File: config.mk
export PLATFORM = sky130hd
export DESIGN_NAME = ll_window_acc
export DESIGN_NICKNAME = d
export VERILOG_FILES = /design/src/rtl/ll_window_acc.sv
export SDC_FILE = /design/constraint.sdc
export NUM_CORES = 1
export LEC_CHECK = 0
export CAP_MARGIN = 30
export CORE_MARGIN = 2
export CORE_UTILIZATION = 50
export DETAILED_ROUTE_END_ITERATION = 8
export GPL_ROUTABILITY_DRIVEN = 0
export PLACE_DENSITY = 0.67
export SETUP_SLACK_MARGIN = 0.1
export SLEW_MARGIN = 20
export SYNTH_ARGS = -nofsm -noshare
export SYNTH_HDL_FRONTEND = slang
export SYNTH_SLANG_ARGS = --single-unit
File: constraint.sdc
create_clock -name clk -period 7.6 [get_ports clk]
set_input_delay 1.52 -clock clk [delete_from_list [all_inputs] [get_ports clk]]
set_output_delay 1.52 -clock clk [all_outputs]
set_load 0.01 [all_outputs]
File: src/rtl/ll_window_acc.sv
// -----------------------------------------------------------------------------
// ll_window_acc
// Line-length window accumulator. Accepts the per-sample |din[i]-din[i-1]|
// stream, keeps the last N = 2**WIN_LOG2 accepted samples in a circular
// buffer and maintains their running sum. The sum is compared against a
// programmable threshold to flag detection events.
//
// Ports
//   clk          in   single clock, all logic on posedge
//   rst          in   synchronous reset, active high (wins over din_valid)
//   din          in   input_width+2 bit signed sample; MSB set => clamped to 0
//   din_valid    in   sample accepted on this edge when high
//   thresh       in   unsigned detection threshold, sampled every cycle
//   dout         out  unsigned window sum (registered)
//   dout_valid   out  one-cycle pulse: dout updated for an accepted sample
//   window_full  out  high once N samples have been accepted since reset
//   detect       out  window sum strictly greater than thresh (window full)
//
// Optional feature macro: LL_DETECT_HOLD_EN
//   undefined : detect is a single-cycle pulse aligned with dout_valid
//   defined   : detect is stretched for HOLD_LEN further accepted samples,
//               reloaded by every new qualifying compare
// -----------------------------------------------------------------------------
module ll_window_acc #(
    parameter int input_width = 32,
    parameter int WIN_LOG2    = 4,
    parameter int HOLD_LEN    = 8
) (
    input  logic                              clk,
    input  logic                              rst,
    input  logic signed [input_width+1:0]     din,
    input  logic                              din_valid,
    input  logic [input_width+1+WIN_LOG2:0]   thresh,
    output logic [input_width+1+WIN_LOG2:0]   dout,
    output logic                              dout_valid,
    output logic                              window_full,
    output logic                              detect
);

    localparam int DW = input_width + 2;
    localparam int SW = DW + WIN_LOG2;
    localparam int N  = 1 << WIN_LOG2;
    localparam int CW = WIN_LOG2 + 1;

    typedef enum logic {
        FILL = 1'b0,
        RUN  = 1'b1
    } state_e;

    logic [DW-1:0]       win_buf_q [N];
    logic [WIN_LOG2-1:0] wr_ptr_q;
    logic [WIN_LOG2-1:0] wr_ptr_d;
    logic [CW-1:0]       cnt_q;
    logic [CW-1:0]       cnt_d;
    state_e              state_q;
    state_e              state_d;
    logic [SW-1:0]       sum_q;
    logic [SW-1:0]       sum_d;
    logic                dout_valid_q;
    logic                window_full_q;
    logic                detect_q;
    logic                detect_d;
    logic [DW-1:0]       s_s;
    logic [DW-1:0]       old_s;
    logic                hit_s;

`ifdef LL_DETECT_HOLD_EN
    localparam int HCW = (HOLD_LEN < 1) ? 1 : $clog2(HOLD_LEN + 1);
    logic [HCW-1:0]      hold_q;
    logic [HCW-1:0]      hold_d;
`endif

    // Next-state computation for the window, fill counter, FSM and detect.
    always_comb begin
        // Negative (MSB set) samples are illegal for an abs-difference: clamp to 0.
        if (din[DW-1] == 1'b1) begin
            s_s = {DW{1'b0}};
        end else begin
            s_s = din;
        end

        // Entry being overwritten is the sample exactly N acceptances old
        // (zero while filling, since the buffer is cleared by reset).
        old_s    = win_buf_q[wr_ptr_q];
        sum_d    = sum_q + {{WIN_LOG2{1'b0}}, s_s} - {{WIN_LOG2{1'b0}}, old_s};
        wr_ptr_d = wr_ptr_q + {{(WIN_LOG2-1){1'b0}}, 1'b1};

        if (cnt_q != CW'(N)) begin
            cnt_d = cnt_q + {{(CW-1){1'b0}}, 1'b1};
        end else begin
            cnt_d = cnt_q;
        end

        case (state_q)
            FILL: begin
                if (cnt_d == CW'(N)) begin
                    state_d = RUN;
                end else begin
                    state_d = FILL;
                end
            end
            RUN:     state_d = RUN;
            default: state_d = FILL;
        endcase

        // Qualifying compare: only once the window is full, strictly greater.
        hit_s = (state_d == RUN) && (sum_d > thresh);

`ifdef LL_DETECT_HOLD_EN
        hold_d   = hold_q;
        detect_d = detect_q;
        if (din_valid) begin
            if (hit_s) begin
                hold_d   = HCW'(HOLD_LEN);
                detect_d = 1'b1;
            end else if (hold_q != {HCW{1'b0}}) begin
                hold_d   = hold_q - {{(HCW-1){1'b0}}, 1'b1};
                detect_d = 1'b1;
            end else begin
                hold_d   = {HCW{1'b0}};
                detect_d = 1'b0;
            end
        end else begin
            hold_d   = hold_q;
            detect_d = detect_q;
        end
`else
        if (din_valid) begin
            detect_d = hit_s;
        end else begin
            detect_d = 1'b0;
        end
`endif
    end

    // Window state, running sum and registered outputs.
    always_ff @(posedge clk) begin
        if (rst) begin
            for (int i = 0; i < N; i++) begin
                win_buf_q[i] <= {DW{1'b0}};
            end
            wr_ptr_q      <= {WIN_LOG2{1'b0}};
            cnt_q         <= {CW{1'b0}};
            state_q       <= FILL;
            sum_q         <= {SW{1'b0}};
            dout_valid_q  <= 1'b0;
            window_full_q <= 1'b0;
            detect_q      <= 1'b0;
`ifdef LL_DETECT_HOLD_EN
            hold_q        <= {HCW{1'b0}};
`endif
        end else begin
            if (din_valid) begin
                win_buf_q[wr_ptr_q] <= s_s;
                wr_ptr_q            <= wr_ptr_d;
                cnt_q               <= cnt_d;
                state_q             <= state_d;
                sum_q               <= sum_d;
                dout_valid_q        <= 1'b1;
                window_full_q       <= (state_d == RUN);
            end else begin
                dout_valid_q        <= 1'b0;
            end
            detect_q <= detect_d;
`ifdef LL_DETECT_HOLD_EN
            hold_q   <= hold_d;
`endif
        end
    end

    assign dout        = sum_q;
    assign dout_valid  = dout_valid_q;
    assign window_full = window_full_q;
    assign detect      = detect_q;

endmodule

# Yosys cells after proc, flatten, opt, wreduce, memory -nomap -nowiden
# Memory sizes are Yosys's and may differ from the RTL's. A register that Yosys moved wholly into a read port is not among the register bits.
# Cells that the tools add are included.
# W data, S select, Z words.
[word_totals]
ff_bits = 50
ramBits = 528
in_bits = 75
out_inout_bits = 41
word_cells = 33
mem_count = 1
[op_classes]
add_sub_neg = 4
magnitude_cmp = 1
eq_ne = 2
muxes = 14
bitwise_logic = 2
n_reduce_logical = 3
[mem_list]
columns = ["name", "depth", "width", "rd", "rd_ports_with_merged_regs", "wr", "line_no", "source"]
rows = [
  ["win_buf_q", 16, 33, 1, 1, 16, "50", "logic [DW-1:0] win_buf_q [N];"],
]
[op_table]
columns = ["cell", "count"]
rows = [
  ["$mux W33", 2],
  ["$add A38 B33 Y38", 1],
  ["$gt A38 B38 Y1", 1],
  ["$sub A38 B34 Y38", 1],
  ["$reduce_or A33 Y1", 1],
  ["$mux W4", 3],
  ["$mux W1", 7],
  ["$add A5 B1 Y5 const B", 1],
  ["$eq A5 B5 Y1 const B", 1],
  ["$mux W5", 1],
  ["$ne A5 B5 Y1 const B", 1],
  ["$add A4 B1 Y4 const B", 1],
  ["$not A1 Y1", 2],
  ["$pmux W1 S2", 1],
  ["$reduce_or A2 Y1", 1],
  ["$logic_and A1 B1 Y1", 1],
]

# Depth between registers and ports, before layout
# Gate-level depths: netlist of the first run.
[logic_depth]
depth_word = 6
depth_mapped = 28
depth_no_buf = 25

# Worst setup path after synthesis of the first run
# OpenSTA, ideal clock, no wires.
[synth_path]
path_kind = "register -> register"
start = "reg (tool-made name)"
end = "reg detect_q (netlist: detect)"
setup_time_ns = 0.126
arrival_time_ns = 5.923
t_required_ns = 7.474
path_slack_ns = 1.551
path_stages_with_launch = 26
synth_period_minus_slack_ns = 6.049
cell_sequence = "dfxtp_1 clkbuf_1 clkbuf_1 buf_1 mux4_2 mux4_2 fa_1 fa_1 nand2b_1 a21oi_2 o22a_4 a21oi_2 o41ai_4 a21oi_2 o21ai_2 a21oi_1 xnor2_1 ha_1 a21oi_1 nor2b_1 o21ai_0 nand2b_1 a21oi_1 nor2b_1 o21ai_0 a31oi_1"
[synth_lines]
columns = ["item", "line_no", "source"]
rows = [
  ["end signal: assignment", "164", "detect_q <= detect_d;"],
  ["end: declaration", "61", "logic detect_q;"],
]

==> results by group, run 1 <==
Outcome
  – Status: completed

Min path
  – Hold Crit Class: register to register
  – Hold Path Depth: 2
  – Hold Startpoint: state_q

Synth
  – Post-synth ARST share: 0%
  – Number of flops mapped to enable cells by yosys: about 530
  – Seq/Total Area, Yosys: between 50% and 60%
  – Syn Std Cell Area: 28720 um2
  – Post-synth top area share: between 50% and 60%
  – Ys Warns: 0
  – Primary FF master, synth: edfxtp_1
  – Leading area contributor after synthesis: edfxtp_1
  – Net Count, Synth: 2419
  – Synth area leaders: edfxtp_1 55%, mux4_2 13%, nor2_1 7.7%, dfxtp_1 3.8%, ha_1 3.6%
  – Unique masters post-synth: 62
  – Syn Area/Cell: roughly 13 um2
  – Mapped Cells: 2229
  – Synth Register Bits: slightly below 600
  – Synth cell count leaders: 592 x nor2_1, 528 x edfxtp_1, 170 x clkbuf_1
  – Top-count cell post-synth: nor2_1

Routing
  – Vias: 18850
  – Drt drc: 0
  – Drt initial violations: 2225
  – DRT Wirelength: between 80000 and 90000 um
  – Routed Antenna Nets: 0
  – DR WL/cell: ~26 um
  – Via-to-Cell Ratio: slightly above 6
  – Pre-antenna DRT Iters: 5

Clock network
  – Hold_buf cts: 0
  – Htree depth: 2
  – Root Buffer: clkbuf_16
  – Worst skew pair latency: between 600 and 700 ps
  – Inserted Clock Buffers: 59
  – Post-CTS Resized: 0
  – # Post-CTS Setup Buffers: 0
  – CTS tree: done
  – Clock Sinks: 582
  – Clock Path Buffers: 3
  – Clk pin slew, worst setup/hold paths: around 70 ps

Setup path
  – Critical path's slowest cell: dfxtp_4
  – R2R setup slack: around 1100 ps
  – Setup crit end kind: register
  – Max stage delay on crit path: around 680 ps
  – R2R cell count: 20
  – Crit path required time: about 8200 ps
  – Reg-to-reg endpoint: detect
  – Crit path max fanout: 20
  – Data arrival time of the worst path: between 7000 and 8000 ps
  – WS Path Type: register to register
  – End of the critical path: detect
  – Critical Path Start Type: register
  – Crit path cell chain: buf_4, mux4_2, mux4_2, fa_1, inv_1, ha_1, and3_1, nand4_1, o21bai_1, o21ai_0, a211oi_1, or2_2, nor4_1, nor2_1, xnor3_1, ha_1, nand4_1, nor4_1, o21ai_0, a31oi_1

GRT
  – Vias in the first global route: 18580
  – Largest net degree at the start of global routing: 65
  – Grt total ovfl: 0
  – Gr usage total: ~28%
  – Initial antenna violation count: 0
  – First-pass GRT wire length: ~120000 um

Layout
  – Share of post-route cells with drive strength above 1: between 15 and 20%
  – Layout area overhead: 14.44%
  – Final Core Density: around 58%
  – Fillers: approximately 4500
  – Post-layout net count: 2489
  – Diodes inserted: 0

Run
  – Max_cap viols: 0

Timing
  – RSZ-0062 raised after global routing: no
  – Fin crit share: roughly 85%
  – Count of final hold-check violations: 0
  – Setup TNS: 0 ps
  – Setup Viol. Count Final: 0
  – Slew HR: roughly 34%
  – Fmax: about 150 MHz
  – Min Tclk post-route: ~6500 ps
  – Max-slew violations: 0
  – Setup Skew: around 23 ps
  – Worst Tran Pin Value: between 900 and 1000 ps

Floorplanning
  – I/O Pins: approximately 120
  – Core area: 56600 um2
  – Placement Rows: 87
  – Die Y: about 240 um
  – Die area: 59380 um2
  – Die Span X: approximately 240 um
  – Initial Util: between 50% and 60%

Pwr
  – Pleak: between 10 and 15 nW
  – Power Density: about 300 nW/um2
  – Worst vdd ir: between 150 and 200 uV

Place
  – Post-DP HPWL: a little over 50000 um
  – Port bufs: around 120
## final cells by class
type,count,area (um2),area share (%)
flip-flops and latches,582,16950,51.56
multi-input cells,1302,10560,32.13
clock inverters,45,473.0,1.439
repair buffers,198,1864,5.672
inverters,156,585.6,1.781
well taps,756,945.9,2.878
clock buffers,64,1495,4.549
## how the worst min path moves through the flow
stage	end	slack, ps
3_3_place_gp	dout[1]	490
6_report	state_q	520
3_5_place_dp	state_q	500
5_1_grt	dout[1]	560
2_1_floorplan	dout[1]	510
4_1_cts	state_q	520
## critical path, delay by kind of cell, from the launching register on
| family | cells | cell delay, ps |
|---|---|---|
| flip-flops | 1 | 680 |
| AND/OR/NAND/NOR | 7 | 1730 |
| buffers and inverters | 2 | 530 |
| multiplexers | 2 | 1140 |
| AO/OA/AOI/OAI | 5 | 860 |
| adder cells (fa/ha/maj) | 3 | 1220 |
| XOR/XNOR | 1 | 200 |
## through the flow
step	setup WS (ps)	hold slack (ps)	power [mW]	instances	instance area, um2
floorplan	1551	509.8	6.047	2229	28720
global placement	856.7	488.4	6.939	2993	30880
detailed placement	697.3	501.2	6.999	2993	30880
CTS	1129	521.5	9.970	3102	32850
global route	692.9	558.1	10.44	3103	32870
finish	1119	524.1	9.976	3103	32870
## cell families after synthesis
family          count (synthesis)  share of synthesized area, %
mux                           195                         13.98
buf+inv                       345                         4.517
xor+xnor                       44                         1.390
compound gates                165                         3.820
simple gates                  783                         11.46
fa+ha+maj                     115                         5.872
flops                         582                         58.96
## state kept, by name, summed over array words and instances (netlist names), named ones only
signal	flops
cnt_q	5
wr_ptr_q	4
dout_valid	1
state_q	1
win_buf_q	528
dout	38
detect	1
## cells in the final DEF (no fill, tap or decap), drive strengths merged, types with 3 or more instances in the layout
master | netlist | layout
or3 | 5 | 5
a21o | 26 | 26
o31ai | 8 | 8
nor2 | 592 | 592
a21oi | 60 | 60
fa | 33 | 33
nor2b | 9 | 9
nand2b | 58 | 58
buf | 19 | 85
nand2 | 40 | 40
nand4 | 20 | 20
ha | 82 | 82
mux2i | 30 | 30
clkinv | 1 | 29
or2 | 3 | 3
a211oi | 4 | 4
nand3 | 23 | 23
clkinvlp | 0 | 4
o21ai | 28 | 28
o21bai | 8 | 8
xor2 | 18 | 18
and3 | 4 | 4
nor3 | 15 | 15
bufinv | 0 | 9
inv | 155 | 159
a31oi | 11 | 11
clkbuf | 170 | 64
dfxtp | 54 | 54
clkdlybuf4s50 | 0 | 113
edfxtp | 528 | 528
nor4 | 3 | 3
mux4 | 165 | 165
xnor2 | 25 | 25
## routing by layer
layer  GRT usage, %  vias up  share of wire, %
li1               -     8044                 -
met1          37.17     9482                38
met2          44.59     1147                48
met3          6.334      172                12
met4          8.788        0               3.2
met5              0        -                 0
## power by group
group | internal (mW) | switching [mW] | total, mW
logic | 1.35 | 1.86 | 3.20
clock network | 1.73 | 1.27 | 3.00
registers | 3.66 | 0.110 | 3.77
total | 6.74 | 3.24 | 9.98
Power figures use the tool's default switching activity.
==> run 2: changes to the inputs <==
--- a/config.mk
+++ b/config.mk
@@ -16,3 +16,4 @@
 export SYNTH_ARGS = -nofsm -noshare
 export SYNTH_HDL_FRONTEND = slang
 export SYNTH_SLANG_ARGS = --single-unit
+export TNS_END_PERCENT = 5
==> results of run 2 <==
Same layout as run 1: the final DEF is identical, and so are final timing and power.
